===== config.mk =====
export PLATFORM = sky130hd
export DESIGN_NAME = alu8_top_flat
export DESIGN_NICKNAME = d
export VERILOG_FILES = /design/src/rtl/alu8_top_if.sv /design/src/rtl/alu8_top.sv /design/src/flat_wrapper.sv
export SDC_FILE = /design/constraint.sdc
export NUM_CORES = 1
export LEC_CHECK = 0
export BUFFER_PORTS_ARGS = -buffer_cell sky130_fd_sc_hd__buf_4
export CAP_MARGIN = 10
export CORE_MARGIN = 3
export CORE_UTILIZATION = 55
export CTS_CLUSTER_DIAMETER = 100
export CTS_CLUSTER_SIZE = 14
export DETAILED_ROUTE_END_ITERATION = 8
export PLACE_DENSITY_LB_ADDON = 0.2
export SLEW_MARGIN = 20
export SYNTH_ARGS = -nofsm -noshare
export SYNTH_HDL_FRONTEND = slang
export SYNTH_SLANG_ARGS = --single-unit
export TNS_END_PERCENT = 1

===== constraint.sdc =====
create_clock -name clk -period 2.5 [get_ports clk]
set_clock_uncertainty 0.2 [all_clocks]
set_input_delay 0.125 -clock clk [delete_from_list [all_inputs] [get_ports clk]]
set_output_delay 0.125 -clock clk [all_outputs]
set_load 0.01 [all_outputs]

===== src/rtl/alu8_top_if.sv =====
// Handshake and data bundle between an ALU controller (master) and alu8_top (slave).
interface alu8_top_if;
  logic        start_i;
  logic [1:0]  opcode_i;
  logic [7:0]  operandA_i;
  logic [7:0]  operandB_i;
  logic [15:0] result_o;
  logic        done_o;

  modport master (
    output start_i, opcode_i, operandA_i, operandB_i,
    input  result_o, done_o
  );

  modport slave (
    input  start_i, opcode_i, operandA_i, operandB_i,
    output result_o, done_o
  );
endinterface


===== src/rtl/alu8_top.sv =====
// 8-bit multi-cycle ALU: single-cycle ADD/SUB, 8-iteration shift-add MUL and
// restoring DIV, with a start/done handshake and a registered 16-bit result.
module alu8_top (
  input  logic       clk,
  input  logic       rst,
  alu8_top_if.slave  bus
);

  localparam logic [1:0] OP_ADD = 2'b00;
  localparam logic [1:0] OP_SUB = 2'b01;
  localparam logic [1:0] OP_MUL = 2'b10;
  localparam logic [1:0] OP_DIV = 2'b11;

  localparam logic [1:0] ST_IDLE = 2'd0;
  localparam logic [1:0] ST_MUL  = 2'd1;
  localparam logic [1:0] ST_DIV  = 2'd2;
  localparam logic [1:0] ST_DONE = 2'd3;

  logic [1:0]  state_q, state_d;
  logic [1:0]  op_q, op_d;
  logic [15:0] a_q, a_d;
  logic [7:0]  b_q, b_d;
  logic [15:0] acc_q, acc_d;
  logic [3:0]  cnt_q, cnt_d;
  logic [15:0] result_q, result_d;
  logic        done_q, done_d;
  logic [8:0]  remTmp;
  logic [8:0]  remDiff;

  // MUL: a_q is the left-shifting multiplicand, b_q the right-shifting multiplier.
  // DIV: a_q[7:0] shifts dividend bits out and quotient bits in; acc_q[7:0] is the remainder.
  always_comb begin
    state_d  = state_q;
    op_d     = op_q;
    a_d      = a_q;
    b_d      = b_q;
    acc_d    = acc_q;
    cnt_d    = cnt_q;
    result_d = result_q;
    done_d   = 1'b0;
    remTmp   = {acc_q[7:0], a_q[7]};
    remDiff  = remTmp - {1'b0, b_q};

    case (state_q)
      ST_IDLE: begin
        if (bus.start_i) begin
          op_d  = bus.opcode_i;
          a_d   = {8'h00, bus.operandA_i};
          b_d   = bus.operandB_i;
          cnt_d = 4'd8;
          case (bus.opcode_i)
            OP_ADD: begin
              acc_d   = {8'h00, bus.operandA_i} + {8'h00, bus.operandB_i};
              state_d = ST_DONE;
            end
            OP_SUB: begin
              acc_d   = {8'h00, bus.operandA_i} - {8'h00, bus.operandB_i};
              state_d = ST_DONE;
            end
            OP_MUL: begin
              acc_d   = 16'h0000;
              state_d = ST_MUL;
            end
            default: begin
              acc_d   = 16'h0000;
              state_d = ST_DIV;
            end
          endcase
        end
      end

      ST_MUL: begin
        if (b_q[0]) begin
          acc_d = acc_q + a_q;
        end
        a_d   = a_q << 1;
        b_d   = b_q >> 1;
        cnt_d = cnt_q - 4'd1;
        if (cnt_q == 4'd1) begin
          state_d = ST_DONE;
        end
      end

      ST_DIV: begin
        a_d = {8'h00, a_q[6:0], 1'b0};
        if (remTmp >= {1'b0, b_q}) begin
          acc_d  = {8'h00, remDiff[7:0]};
          a_d[0] = 1'b1;
        end else begin
          acc_d  = {8'h00, remTmp[7:0]};
        end
        cnt_d = cnt_q - 4'd1;
        if (cnt_q == 4'd1) begin
          state_d = ST_DONE;
        end
      end

      default: begin
        result_d = (op_q == OP_DIV) ? {acc_q[7:0], a_q[7:0]} : acc_q;
        done_d   = 1'b1;
        state_d  = ST_IDLE;
      end
    endcase
  end

  always_ff @(posedge clk or posedge rst) begin
    if (rst) begin
      state_q  <= ST_IDLE;
      op_q     <= OP_ADD;
      a_q      <= 16'h0000;
      b_q      <= 8'h00;
      acc_q    <= 16'h0000;
      cnt_q    <= 4'd0;
      result_q <= 16'h0000;
      done_q   <= 1'b0;
    end else begin
      state_q  <= state_d;
      op_q     <= op_d;
      a_q      <= a_d;
      b_q      <= b_d;
      acc_q    <= acc_d;
      cnt_q    <= cnt_d;
      result_q <= result_d;
      done_q   <= done_d;
    end
  end

  assign bus.result_o = result_q;
  assign bus.done_o   = done_q;

endmodule


===== src/flat_wrapper.sv =====
// flat-port wrapper written by rule: the top's interface ports become plain ports
module alu8_top_flat 
  (clk, rst, bus_start_i, bus_opcode_i, bus_operandA_i, bus_operandB_i, bus_result_o, bus_done_o);
  alu8_top_if bus_i ();
  input  logic clk;
  input  logic rst;
  input wire logic [$bits(bus_i.start_i)-1:0] bus_start_i;
  input wire logic [$bits(bus_i.opcode_i)-1:0] bus_opcode_i;
  input wire logic [$bits(bus_i.operandA_i)-1:0] bus_operandA_i;
  input wire logic [$bits(bus_i.operandB_i)-1:0] bus_operandB_i;
  output wire logic [$bits(bus_i.result_o)-1:0] bus_result_o;
  output wire logic [$bits(bus_i.done_o)-1:0] bus_done_o;
  assign bus_i.start_i = bus_start_i;
  assign bus_i.opcode_i = bus_opcode_i;
  assign bus_i.operandA_i = bus_operandA_i;
  assign bus_i.operandB_i = bus_operandB_i;
  assign bus_result_o = bus_i.result_o;
  assign bus_done_o = bus_i.done_o;
  alu8_top u_core (.clk(clk), .rst(rst), .bus(bus_i));
endmodule

Word-level counts from Yosys, hierarchy flattened. Index checks and enable logic that the tools add are counted.

Output and inout bits: 17. Input bits: 21. Logic and storage cells: 55. Register bits: 65.

Equality and inequality tests: 9. Magnitude comparators: 1. Mux-type cells: 18. Add/sub/neg operators: 5. Reduce and logical (&&, ||, !) cells: 14.

Operator list (number): $pmux 16 s3 (2); $mux 16 (4); $pmux 16 s2 (1); $add 16x16->16 (1); $mux 8 (2); $pmux 8 s2 (1); $reduce_and 2->1 (5); $add 8x8->9 (1); $ge 9x8->1 (1); $sub 8x8->9 (1); $pmux 2 s2 (2); $pmux 4 s2 (1); $sub 8x8->8 (1); $eq 2x2->1 const B (3); $eq 2x1->1 const B (2); $eq 4x1->1 const B (1); $logic_not 2->1 (2); $mux 2 (2); $mux 4 (1); $ne 2x1->1 const B (2); $reduce_bool 2->1 (2); $reduce_or 2->1 (2); $sub 4x1->4 const B (1); $reduce_and 3->1 (1); other kinds (4) (5).

Logic depth before layout (Yosys ltp). Gate-level depths: netlist (run 1).

Depth in word-level cells: 5. Mapped depth: 11. Depth with buffers taken out: 10.

Worst setup path after synthesis (run 1). OpenSTA, ideal clock, no wires.

Kind: flip-flop to flip-flop. Start point: register u_core.acc_q[1]. End point: register u_core.acc_q[2]. Buffers on the path: 1. Period minus slack after synthesis: 2.553 ns. Stages on the path, launching flop included: 10. Arrival: 2.229 ns. Data required time: 2.176 ns. Path slack: -0.053 ns. Setup time: 0.124 ns. Path through: dfrtp_1 ha_1 nand4_1 nor2_1 a2111oi_2 o21a_1 buf_6 mux2_4 a221oi_2 nor2_1.

Word-level cells in the longest chain between the ends: 3. Elaborated cells between the ends (all ways): 6. Those cells by class: 2 x add/sub; 1 x order compare; 3 x mux.

Ends and longest elaborated chain: start: declaration (RTL line alu8_top.sv:23) `logic [15:0] acc_q, acc_d;`; start signal: assignment (RTL line alu8_top.sv:112) `acc_q <= 16'h0000;`; start signal: assignment (RTL line alu8_top.sv:121) `acc_q <= acc_d;`; $add 16x16->16, or another cell as far along (RTL line alu8_top.sv:74) `acc_d = acc_q + a_q;`; $mux 16 or $mux 8 (tied branches) (RTL line alu8_top.sv:73, alu8_top.sv:86); $pmux 16 s3 * (RTL line alu8_top.sv:44) `case (state_q)`.

Mark *: on every way between the ends. The rest lies on a longest branch, timed or not. The select of a mux whose other input is x is not followed. A chain may end at the register's enable or synchronous reset.

Final worst setup path (run 1).
Start point: register u_core.b_q[1]. End point: register u_core.acc_q[3].

Word-level cells in the longest chain between the ends: 3. Elaborated cells between the ends (all ways): 4. Those cells by class: 1 x add/sub; 1 x order compare; 2 x mux.

Ends and longest elaborated chain: start: declaration (RTL line alu8_top.sv:22) `logic [7:0] b_q, b_d;`; start signal: assignment (RTL line alu8_top.sv:111) `b_q <= 8'h00;`; start signal: assignment (RTL line alu8_top.sv:120) `b_q <= b_d;`; $sub 8x8->8 or $ge 9x8->1 (tied branches) (RTL line alu8_top.sv:42, alu8_top.sv:86); $mux 8 * (RTL line alu8_top.sv:86) `if (remTmp >= {1'b0, b_q}) begin`; $pmux 16 s3 * (RTL line alu8_top.sv:44).

Mark *: on every way between the ends. The rest lies on a longest branch, timed or not.

==> flow_metrics.py, run 1 <==
metrics = {
    "worst_setup_path": {
        "endpoint_kind": "flop",
        "crit_fanout": 4,
        "cp_data_required_time_ns": 2.52,
        "path_class": "flop to flop",
        "crit_arrival_ns": 2.58,
        "startpoint_type": "flop",
    },
    "floorplan": {
        "row_count": 33,
        "dieArea_um2": 9900,
        "ios": 38,
        "die_x_um": 99.5,
        "start_util_pct": 57.6,
        "coreArea_um2": 8340,
        "dieHeight_um": 99.5,
    },
    "timing": {
        "hold_viol": 0,
        "slew_headroom_pct": 62.7,
        "tightest_slew_ns": 0.560,
        "setup_slack_ns": -0.0621,
        "rsz0062_at_grt": "true",
        "setup_viol": 6,
        "max_freq_mhz": 390,
        "period_share_pct": 102,
        "fin_crit_ns": 2.56,
        "report.final.slew_viol_count": 0,
        "finalSetupTns_ns": -0.170,
    },
    "synthesis": {
        "synthArstFlopShare_pct": 100,
        "ys_types": 59,
        "synth_commonest_cells": "67 x nor2_1, 65 x dfrtp_1, 62 x a21oi_1",
        "synth.avg_cell_area_um2": 8.61,
        "synth_edf_count": 0,
        "synth_fp_nets": 628,
        "synthesis.instances": 558,
        "synth_ff_type": "dfrtp_1",
        "yosys.area.top_type_share_pct": 33.8,
        "netlist_area_um2": 4810,
        "yosysWarnings": 0,
        "synth_area_leaders": "dfrtp_1 34%, ha_1 12%, a21oi_1 6.5%",
        "yosysMostFrequentCell": "nor2_1",
        "yosysTopAreaCell": "dfrtp_1",
        "ys_seq_area_share_pct": 33.8,
        "ys_ff_latch": 65,
    },
    "finish": {
        "diodes": 0,
        "finalNetCount": 743,
        "multi_input_area_um2": 3180,
        "final_area_um2": 6290,
        "syn2layout_area_growth_pct": 30.9,
        "fillers": 630,
        "drive_above_1_share_pct": 24.8,
        "seq_area_um2": 1630,
    },
    "power": {
        "cellPowerDensity_nw_per_um2": 1560,
        "total_leakage_power_uw": 0.00304,
        "total_power_uw": 9780,
        "ir_drop_uv": 587,
    },
    "grt": {
        "grt_max_degree": 34,
        "grt_pass1_vias": 4512,
        "grt_overflow": 0,
        "grt_pass1_wl_mm": 23.3,
        "grtUsageTotal_pct": 30.1,
        "antenna_found_initial": 0,
    },
    "run_status": {
        "violations": "negative setup slack",
        "status": "complete, but fails checks",
    },
    "clock_tree": {
        "clock-root-buffer": "clkbuf_8",
        "clock_sinks": 65,
        "path_clk_slew_ns": 0.08,
        "clock_path_buffers": 2,
        "numCtsBuffers": 9,
        "clock_latency_ns": 0.34,
        "cts_tree": "yes",
        "cts.htree.levels": 3,
    },
    "drt": {
        "vias": 4771,
        "post-route-drc-count": 0,
        "drt-vias-per-instance": 6.09,
        "drt_iter0_markers": 362,
        "firstDrtPassIters": 5,
        "wl_mm": 15.0,
        "drt.antenna.violating_nets": 0,
        "wire_per_inst_um": 19.1,
    },
    "placement": {
        "dp_hpwl_mm": 11.0,
        "globalplace.congestion": 0.967,
        "place_ws_ns": -0.0831,
        "port_buffers": 37,
        "placed_area_um2": 5630,
    },
    "flow_run": {
        "maxCapViolCount": 0,
    },
    "hold_path": {
        "hold_path.class": "input pin to flop",
    },
}
## placed cells by master, fill, tap and decap left out, types with 3 or more instances in the layout
master	count
ha_1	35
dfrtp_1	63
o21ai_0	21
mux2_4	3
nand3_1	11
nor3_1	5
mux2i_1	21
xor2_1	4
ha_4	8
xnor2_1	18
inv_1	33
a21oi_2	5
o211ai_1	7
nor2_1	67
o22ai_1	12
nand2_1	56
a221oi_1	8
o21a_1	7
o31ai_1	3
nand4_1	4
a31oi_1	4
o21bai_1	6
buf_4	108
fa_1	3
dlygate4sd3_1	17
o21ai_1	5
clkbuf_8	10
a21o_1	10
nand2b_1	5
a221oi_2	3
a21oi_1	57
## timing repair
item | 4_1_cts | 5_1_grt
gates cloned | 0 | 0
setup endpoints to repair | 10 | 16
setup buffers | 0 | 10
hold endpoints to repair | 34 | 0
gates resized for setup | 6 | 35
pin swaps | 1 | 16
hold buffers | 17 | 0
## critical path: stages, from the launching register on
cell and delay [ns]:
dfrtp_1 0.35, inv_1 0.06, ha_1 0.31, nor2b_4 0.15, o31a_4 0.38, nor3_4 0.19, o21a_4 0.19, mux2_4 0.30
a221oi_2 0.24, a211oi_1 0.07
## kinds of logic (layout without fill, tap and decap cells)
family	Yosys count	after routing	synth area share [%]
AO/OA/AOI/OAI	175	175	23.3
XOR/XNOR	22	22	4.01
adder cells (fa/ha/maj)	49	49	13.4
buffers and inverters	57	177	5.02
flip-flops	65	65	33.8
multiplexers	26	26	5.62
AND/OR/NAND/NOR	164	164	14.8
## sequential cells by signal, summed over array words and instances, names as in the netlist
register,count
u_core.a_q,16
u_core.acc_q,16
u_core.b_q,8
u_core.bus.done_o,1
u_core.bus.result_o,16
u_core.cnt_q,4
u_core.op_q,2
u_core.state_q,2
## through the flow
step                      cells  hold slack, ns  utilization (%)
after floorplan             558          0.0418                -
after global placement      740         -0.0239             67.6
after detailed placement    740         -0.0270             67.6
after CTS                   773          0.0498             72.6
after global routing        783          0.0984             75.4
final                       783          0.0670             75.4
## where the power goes
group          internal [uW]  switching (uW)  total (uW)
Sequential              1550             406        1960
Clock                    592             446        1040
Combinational           3150            3640        6790
## metal layers
metal  GRT usage, %  routed length [um]
met1           42.2                6660
met2           48.9                6870
met3           5.26                1050
met4           6.41                 399
met5              0                   0
## final cells by class
class | instances | area share (%)
Multi-Input combinational cell | 436 | 50.5
Sequential cell | 65 | 25.9
Timing Repair Buffer | 126 | 15.8
Clock buffer | 10 | 2.19
Inverter | 35 | 2.09
Tap cell | 105 | 2.09
Clock inverter | 6 | 1.43
## final timing paths
kind | startpoint | end | slack, ns | depth (start not counted)
max in group asynchronous | rst | u_core.a_q[1]$_DFFE_PP0P_ | 1.20 | 4
min in group asynchronous | rst | u_core.acc_q[4]$_DFFE_PP0P_ | 0.17 | 3
max | u_core.b_q[1]$_DFFE_PP0P_ | u_core.acc_q[3]$_DFFE_PP0P_ | -0.06 | 9
min reg2reg | u_core.op_q[1]$_DFFE_PP0P_ | u_core.op_q[1]$_DFFE_PP0P_ | 0.30 | 2
max reg2reg | u_core.b_q[1]$_DFFE_PP0P_ | u_core.acc_q[3]$_DFFE_PP0P_ | -0.06 | 9
min | bus_opcode_i[0] | u_core.op_q[0]$_DFFE_PP0P_ | 0.07 | 3
(Power assumes the default switching activity.)
==> run 2: changes to the inputs <==
--- a/config.mk
+++ b/config.mk
@@ -5,11 +5,12 @@
 export SDC_FILE = /design/constraint.sdc
 export NUM_CORES = 1
 export LEC_CHECK = 0
+export ABC_AREA = 0
 export BUFFER_PORTS_ARGS = -buffer_cell sky130_fd_sc_hd__buf_4
 export CAP_MARGIN = 10
 export CORE_MARGIN = 3
-export CORE_UTILIZATION = 55
-export CTS_CLUSTER_DIAMETER = 100
+export CORE_UTILIZATION = 35
+export CTS_CLUSTER_DIAMETER = 50
 export CTS_CLUSTER_SIZE = 14
 export DETAILED_ROUTE_END_ITERATION = 8
 export PLACE_DENSITY_LB_ADDON = 0.2
==> run 2 against run 1 <==
Combinational power decreased by 1%. Critical path type unchanged. First-iteration DRC count decreased by 4.7%. Highest routed layer unchanged. Fmax up 3.4%. The flow now finishes without violations.
==> flow_metrics.py, run 2 (synthesis gave the netlist of run 1 again) <==
metrics = {
    "run_status": {
        "status": "complete, no violations",
    },
    "drt": {
        "wl_mm": 14.6,
        "drt-vias-per-instance": 5.35,
        "wire_per_inst_um": 17.1,
        "drt_iter0_markers": 345,
        "drt.antenna.violating_nets": 0,
        "post-route-drc-count": 0,
        "vias": 4568,
        "firstDrtPassIters": 5,
    },
    "clock_tree": {
        "path_clk_slew_ns": 0.06,
        "clock_path_buffers": 2,
        "clock_latency_ns": 0.33,
        "clock-root-buffer": "clkbuf_16",
        "cts_tree": "yes",
        "numCtsBuffers": 9,
        "cts.htree.levels": 3,
        "clock_sinks": 65,
    },
    "placement": {
        "dp_hpwl_mm": 11.1,
        "placed_area_um2": 5730,
        "globalplace.congestion": 0.932,
        "place_ws_ns": -0.151,
        "port_buffers": 37,
    },
    "timing": {
        "period_share_pct": 99.1,
        "max_freq_mhz": 404,
        "fin_crit_ns": 2.48,
        "finalSetupTns_ns": 0,
        "tightest_slew_ns": 0.570,
        "rsz0062_at_grt": "true",
        "slew_headroom_pct": 61.9,
        "report.final.slew_viol_count": 0,
        "hold_viol": 0,
        "setup_viol": 0,
        "timing.hold.ws_ns": 0.0754,
        "setup_slack_ns": 0.0222,
    },
    "floorplan": {
        "ios": 38,
        "die_x_um": 123,
        "start_util_pct": 36.0,
        "dieHeight_um": 123,
        "row_count": 42,
        "dieArea_um2": 15200,
        "coreArea_um2": 13300,
    },
    "hold_path": {
        "hold_path.class": "input pin to flop",
        "hold_depth": 3,
    },
    "finish": {
        "syn2layout_area_growth_pct": 35.1,
        "diodes": 0,
        "drive_above_1_share_pct": 25.7,
        "mostFrequentLayoutCell": "buf_4",
        "final_area_um2": 6490,
        "final_cell_mix": "104 x buf_4, 67 x nor2_1, 61 x dfrtp_1",
        "finalNetCount": 743,
    },
    "worst_setup_path": {
        "crit_arrival_ns": 2.49,
        "crit_fanout": 3,
        "r2r_end": "u_core.acc_q[15]$_DFFE_PP0P_",
        "critPathLaunch": "u_core.acc_q[2]$_DFFE_PP0P_",
        "endpoint": "u_core.acc_q[15]$_DFFE_PP0P_",
        "r2r-start": "u_core.acc_q[2]$_DFFE_PP0P_",
        "endpoint_kind": "flop",
        "startpoint_type": "flop",
        "path_class": "flop to flop",
        "r2r_cells": 10,
        "cp_data_required_time_ns": 2.52,
        "r2r_setup_slack_ns": 0.02,
    },
    "power": {
        "cellPowerDensity_nw_per_um2": 1530,
        "ir_drop_uv": 467,
        "total_leakage_power_uw": 0.00307,
    },
    "grt": {
        "grtUsageTotal_pct": 19.6,
        "grt_pass1_vias": 4362,
        "antenna_found_initial": 0,
        "grt_pass1_wl_mm": 22.9,
        "grt_overflow": 0,
        "grt_max_degree": 41,
    },
    "flow_run": {
        "maxCapViolCount": 0,
    },
}
## run 2: stage by stage
step	util (%)	instances	total power, uW
after CTS	46.9	847	9420
final	48.6	854	9940
after floorplan	-	558	5750
after global placement	42.9	810	7860
after global routing	48.6	854	10700
after detailed placement	42.9	810	7920
## run 2: repair_timing
item / in CTS / in global routing
buffers inserted: 4 / 7
pin swaps: 7 / 11
hold buffers: 17 / 0
endpoints found under the setup margin: 8 / 14
gates resized for setup: 11 / 33
cloned: 0 / 0
endpoints found under the hold margin: 41 / 0
## run 2: layout make-up
cell class                      instances  area, um2
Tap cell                              176        220
Clock inverter                          6       66.3
Sequential cell                        65       1630
Timing Repair Buffer                  126       1020
Clock buffer                           10        239
Inverter                               35        131
Multi-Input combinational cell        436       3190
Fill cell                            1299       6860
## run 2: how the worst min path moves through the flow
| stage | startpoint | slack, ns | endpoint |
|---|---|---|---|
| 2_1_floorplan | bus_operandB_i[7] | 0.04 | u_core.b_q[7]$_DFFE_PP0P_ |
| 3_3_place_gp | rst | 0.02 | u_core.acc_q[3]$_DFFE_PP0P_ |
| 3_5_place_dp | rst | 0.03 | u_core.bus.result_o[0]$_DFFE_PP0P_ |
| 4_1_cts | bus_opcode_i[0] | 0.06 | u_core.op_q[0]$_DFFE_PP0P_ |
| 5_1_grt | bus_opcode_i[0] | 0.08 | u_core.op_q[0]$_DFFE_PP0P_ |
| 6_report | bus_opcode_i[0] | 0.08 | u_core.op_q[0]$_DFFE_PP0P_ |
## run 2: power breakdown
group / total, uW / internal, uW / switching (uW) / leakage [uW]
registers: 1980 / 1560 / 421 / 0.000780
clock network: 1280 / 801 / 477 / 0.000153
logic: 6690 / 3160 / 3530 / 0.00214
## run 2: critical path: stages (launching register included)
cell      delay, ns
dfrtp_1        0.40
buf_4          0.17
ha_4           0.27
o211ai_1       0.11
o211ai_1       0.20
buf_4          0.16
a21oi_1        0.06
a21oi_1        0.24
xnor2_2        0.17
nor4b_2        0.08
a311o_1        0.31
## run 2: per-layer routing
layer | up-vias | GRT usage [%] | wire (um)
met5 | - | 0 | 0
met2 | 139 | 30.3 | 6470
li1 | 2237 | - | -
met4 | 0 | 5.33 | 224
met3 | 22 | 2.97 | 831
met1 | 2170 | 28.7 | 7030
==> run 3: changes to the inputs <==
--- a/config.mk
+++ b/config.mk
@@ -14,6 +14,7 @@
 export CTS_CLUSTER_SIZE = 14
 export DETAILED_ROUTE_END_ITERATION = 8
 export PLACE_DENSITY_LB_ADDON = 0.2
+export RECOVER_POWER = 100
 export SLEW_MARGIN = 20
 export SYNTH_ARGS = -nofsm -noshare
 export SYNTH_HDL_FRONTEND = slang
==> run 3 against run 2 <==
Hold slack improved by 0.0021 ns. First-iteration DRC count up 4.6%. Non-clock buffer count stayed put. Clock power is essentially flat. Design area shrank 1.3%. Worst setup slack worse by 0.0061 ns. Sequential share of layout area up 0.34 points. Via count rose by 0.42%. Fmax is 0.25% lower. Flip-flop and latch count unchanged. Register-to-register slack hardly changed. Highest routed layer unchanged.
==> flow_metrics.py, run 3 (synthesis gave the netlist of run 1 again) <==
metrics = {
    "floorplan": {
        "row_count": 42,
        "ios": 38,
        "start_util_pct": 36.0,
        "coreArea_um2": 13300,
        "die_x_um": 123,
        "dieArea_um2": 15200,
        "dieHeight_um": 123,
    },
    "hold_path": {
        "min_to": "u_core.op_q[0]$_DFFE_PP0P_",
        "hold_path.class": "input pin to flop",
        "hold_depth": 3,
        "min-delay-start": "bus_opcode_i[0]",
    },
    "timing": {
        "rsz0062_at_grt": "true",
        "slew_headroom_pct": 35.7,
        "hold_viol": 0,
        "period_share_pct": 99.4,
        "fin_crit_ns": 2.48,
        "timing.hold.ws_ns": 0.0775,
        "setup_viol": 0,
        "report.final.slew_viol_count": 0,
        "max_freq_mhz": 403,
        "tightest_slew_ns": 0.964,
        "setup_slack_ns": 0.0161,
    },
    "worst_setup_path": {
        "r2r_end": "u_core.acc_q[15]$_DFFE_PP0P_",
        "r2r_setup_slack_ns": 0.02,
        "cp_data_required_time_ns": 2.52,
        "path_cells": "buf_4, ha_4, o211ai_1, o211ai_1, buf_4, a21oi_1, a21oi_1, xnor2_2, nor4b_2, a311o_1",
        "r2r-start": "u_core.acc_q[2]$_DFFE_PP0P_",
        "crit_arrival_ns": 2.50,
        "endpoint_kind": "flop",
        "path_class": "flop to flop",
        "startpoint_type": "flop",
        "crit_fanout": 3,
        "crit_slowest_cell": "dfrtp_1",
        "slowest_delay_ns": 0.40,
        "r2r_cells": 10,
    },
    "finish": {
        "finalNetCount": 743,
        "final_util_pct": 48.0,
        "diodes": 0,
        "syn2layout_area_growth_pct": 33.2,
        "fillers": 1322,
        "drive_above_1_share_pct": 22.9,
        "instances_no_fill": 854,
        "mostFrequentLayoutCell": "buf_4",
        "final_cell_mix": "82 x buf_4, 67 x nor2_1, 61 x dfrtp_1",
    },
    "clock_tree": {
        "clock-root-buffer": "clkbuf_16",
        "clock_sinks": 65,
        "cts.htree.levels": 3,
        "numCtsBuffers": 9,
        "cts_tree": "yes",
        "clock_path_buffers": 2,
        "clock_latency_ns": 0.33,
        "path_clk_slew_ns": 0.06,
    },
    "flow_run": {
        "maxCapViolCount": 0,
    },
    "grt": {
        "grtUsageTotal_pct": 19.6,
        "antenna_found_initial": 0,
        "grt_pass1_wl_mm": 22.9,
        "grt_max_degree": 41,
        "grt_overflow": 0,
        "grt_pass1_vias": 4362,
    },
    "placement": {
        "place_inst": 810,
        "port_buffers": 37,
        "dp_hpwl_mm": 11.1,
        "globalplace.congestion": 0.932,
        "place_ws_ns": -0.151,
    },
    "drt": {
        "drt.antenna.violating_nets": 0,
        "drt_iter0_markers": 361,
        "wl_mm": 14.6,
        "wire_per_inst_um": 17.1,
        "drt-vias-per-instance": 5.37,
        "post-route-drc-count": 0,
        "firstDrtPassIters": 7,
        "vias": 4587,
    },
    "power": {
        "total_leakage_power_uw": 0.00300,
        "cellPowerDensity_nw_per_um2": 1530,
        "total_power_uw": 9810,
        "ir_drop_uv": 467,
    },
    "run_status": {
        "status": "complete, no violations",
    },
}
==> run 3: final cells by class <==
| type | instances | area, um2 | share of cell area (%) |
|---|---|---|---|
| Sequential cell | 65 | 1630 | 25.5 |
| Timing Repair Buffer | 126 | 928 | 14.5 |
| Multi-Input combinational cell | 436 | 3190 | 49.8 |
| Inverter | 35 | 131 | 2.05 |
| Tap cell | 176 | 220 | 3.44 |
| Clock inverter | 6 | 66.3 | 1.04 |
| Clock buffer | 10 | 239 | 3.73 |
==> run 3: through the flow <==
stage	TNS, ns	instance area (um2)
detailed placement	-0.504	5730
CTS	-0.126	6260
global route	-0.579	6400
floorplan	0	4870
global placement	-0.367	5730
finish	0	6400
==> run 3: routing by layer <==
metal	vias to the layer above	global-route usage (%)	wire, um
met5	-	0	0
met4	0	5.33	205
met3	20	2.97	825
met2	149	30.3	6490
met1	2177	28.7	7100
li1	2241	-	-
==> run 3: critical path, delay by kind of cell (launching register included) <==
kind                     cells  cell delay (ns)
flip-flops                   1             0.40
buffers and inverters        2             0.33
XOR/XNOR                     1             0.16
adder cells (fa/ha/maj)      1             0.27
AND/OR/NAND/NOR              1             0.07
AO/OA/AOI/OAI                5             0.92
==> run 3: where the power goes <==
group | internal, uW | switching, uW
clock | 801 | 478
sequential | 1560 | 420
combinational | 3020 | 3530
total | 5380 | 4430
==> run 3: worst max-delay path by stage <==
stage / start / end / slack (ns) / cells after the start
2_1_floorplan: u_core.b_q[1]$_DFFE_PP0P_ / u_core.acc_q[2]$_DFFE_PP0P_ / 0.006 / 10
3_3_place_gp: u_core.acc_q[2]$_DFFE_PP0P_ / u_core.acc_q[13]$_DFFE_PP0P_ / -0.19 / 9
3_5_place_dp: u_core.acc_q[2]$_DFFE_PP0P_ / u_core.acc_q[13]$_DFFE_PP0P_ / -0.15 / 9
4_1_cts: u_core.acc_q[2]$_DFFE_PP0P_ / u_core.acc_q[15]$_DFFE_PP0P_ / -0.04 / 9
5_1_grt: u_core.a_q[7]$_DFFE_PP0P_ / u_core.acc_q[12]$_DFFE_PP0P_ / -0.12 / 8
6_report: u_core.acc_q[2]$_DFFE_PP0P_ / u_core.acc_q[15]$_DFFE_PP0P_ / 0.02 / 10
==> run 3: timing repair <==
item / in CTS / in global routing
gates resized for setup: 11 / 33
hold endpoints to repair: 41 / 0
setup buffers: 4 / 7
pin swaps: 7 / 11
setup endpoints to repair: 8 / 14
hold buffers: 17 / 0
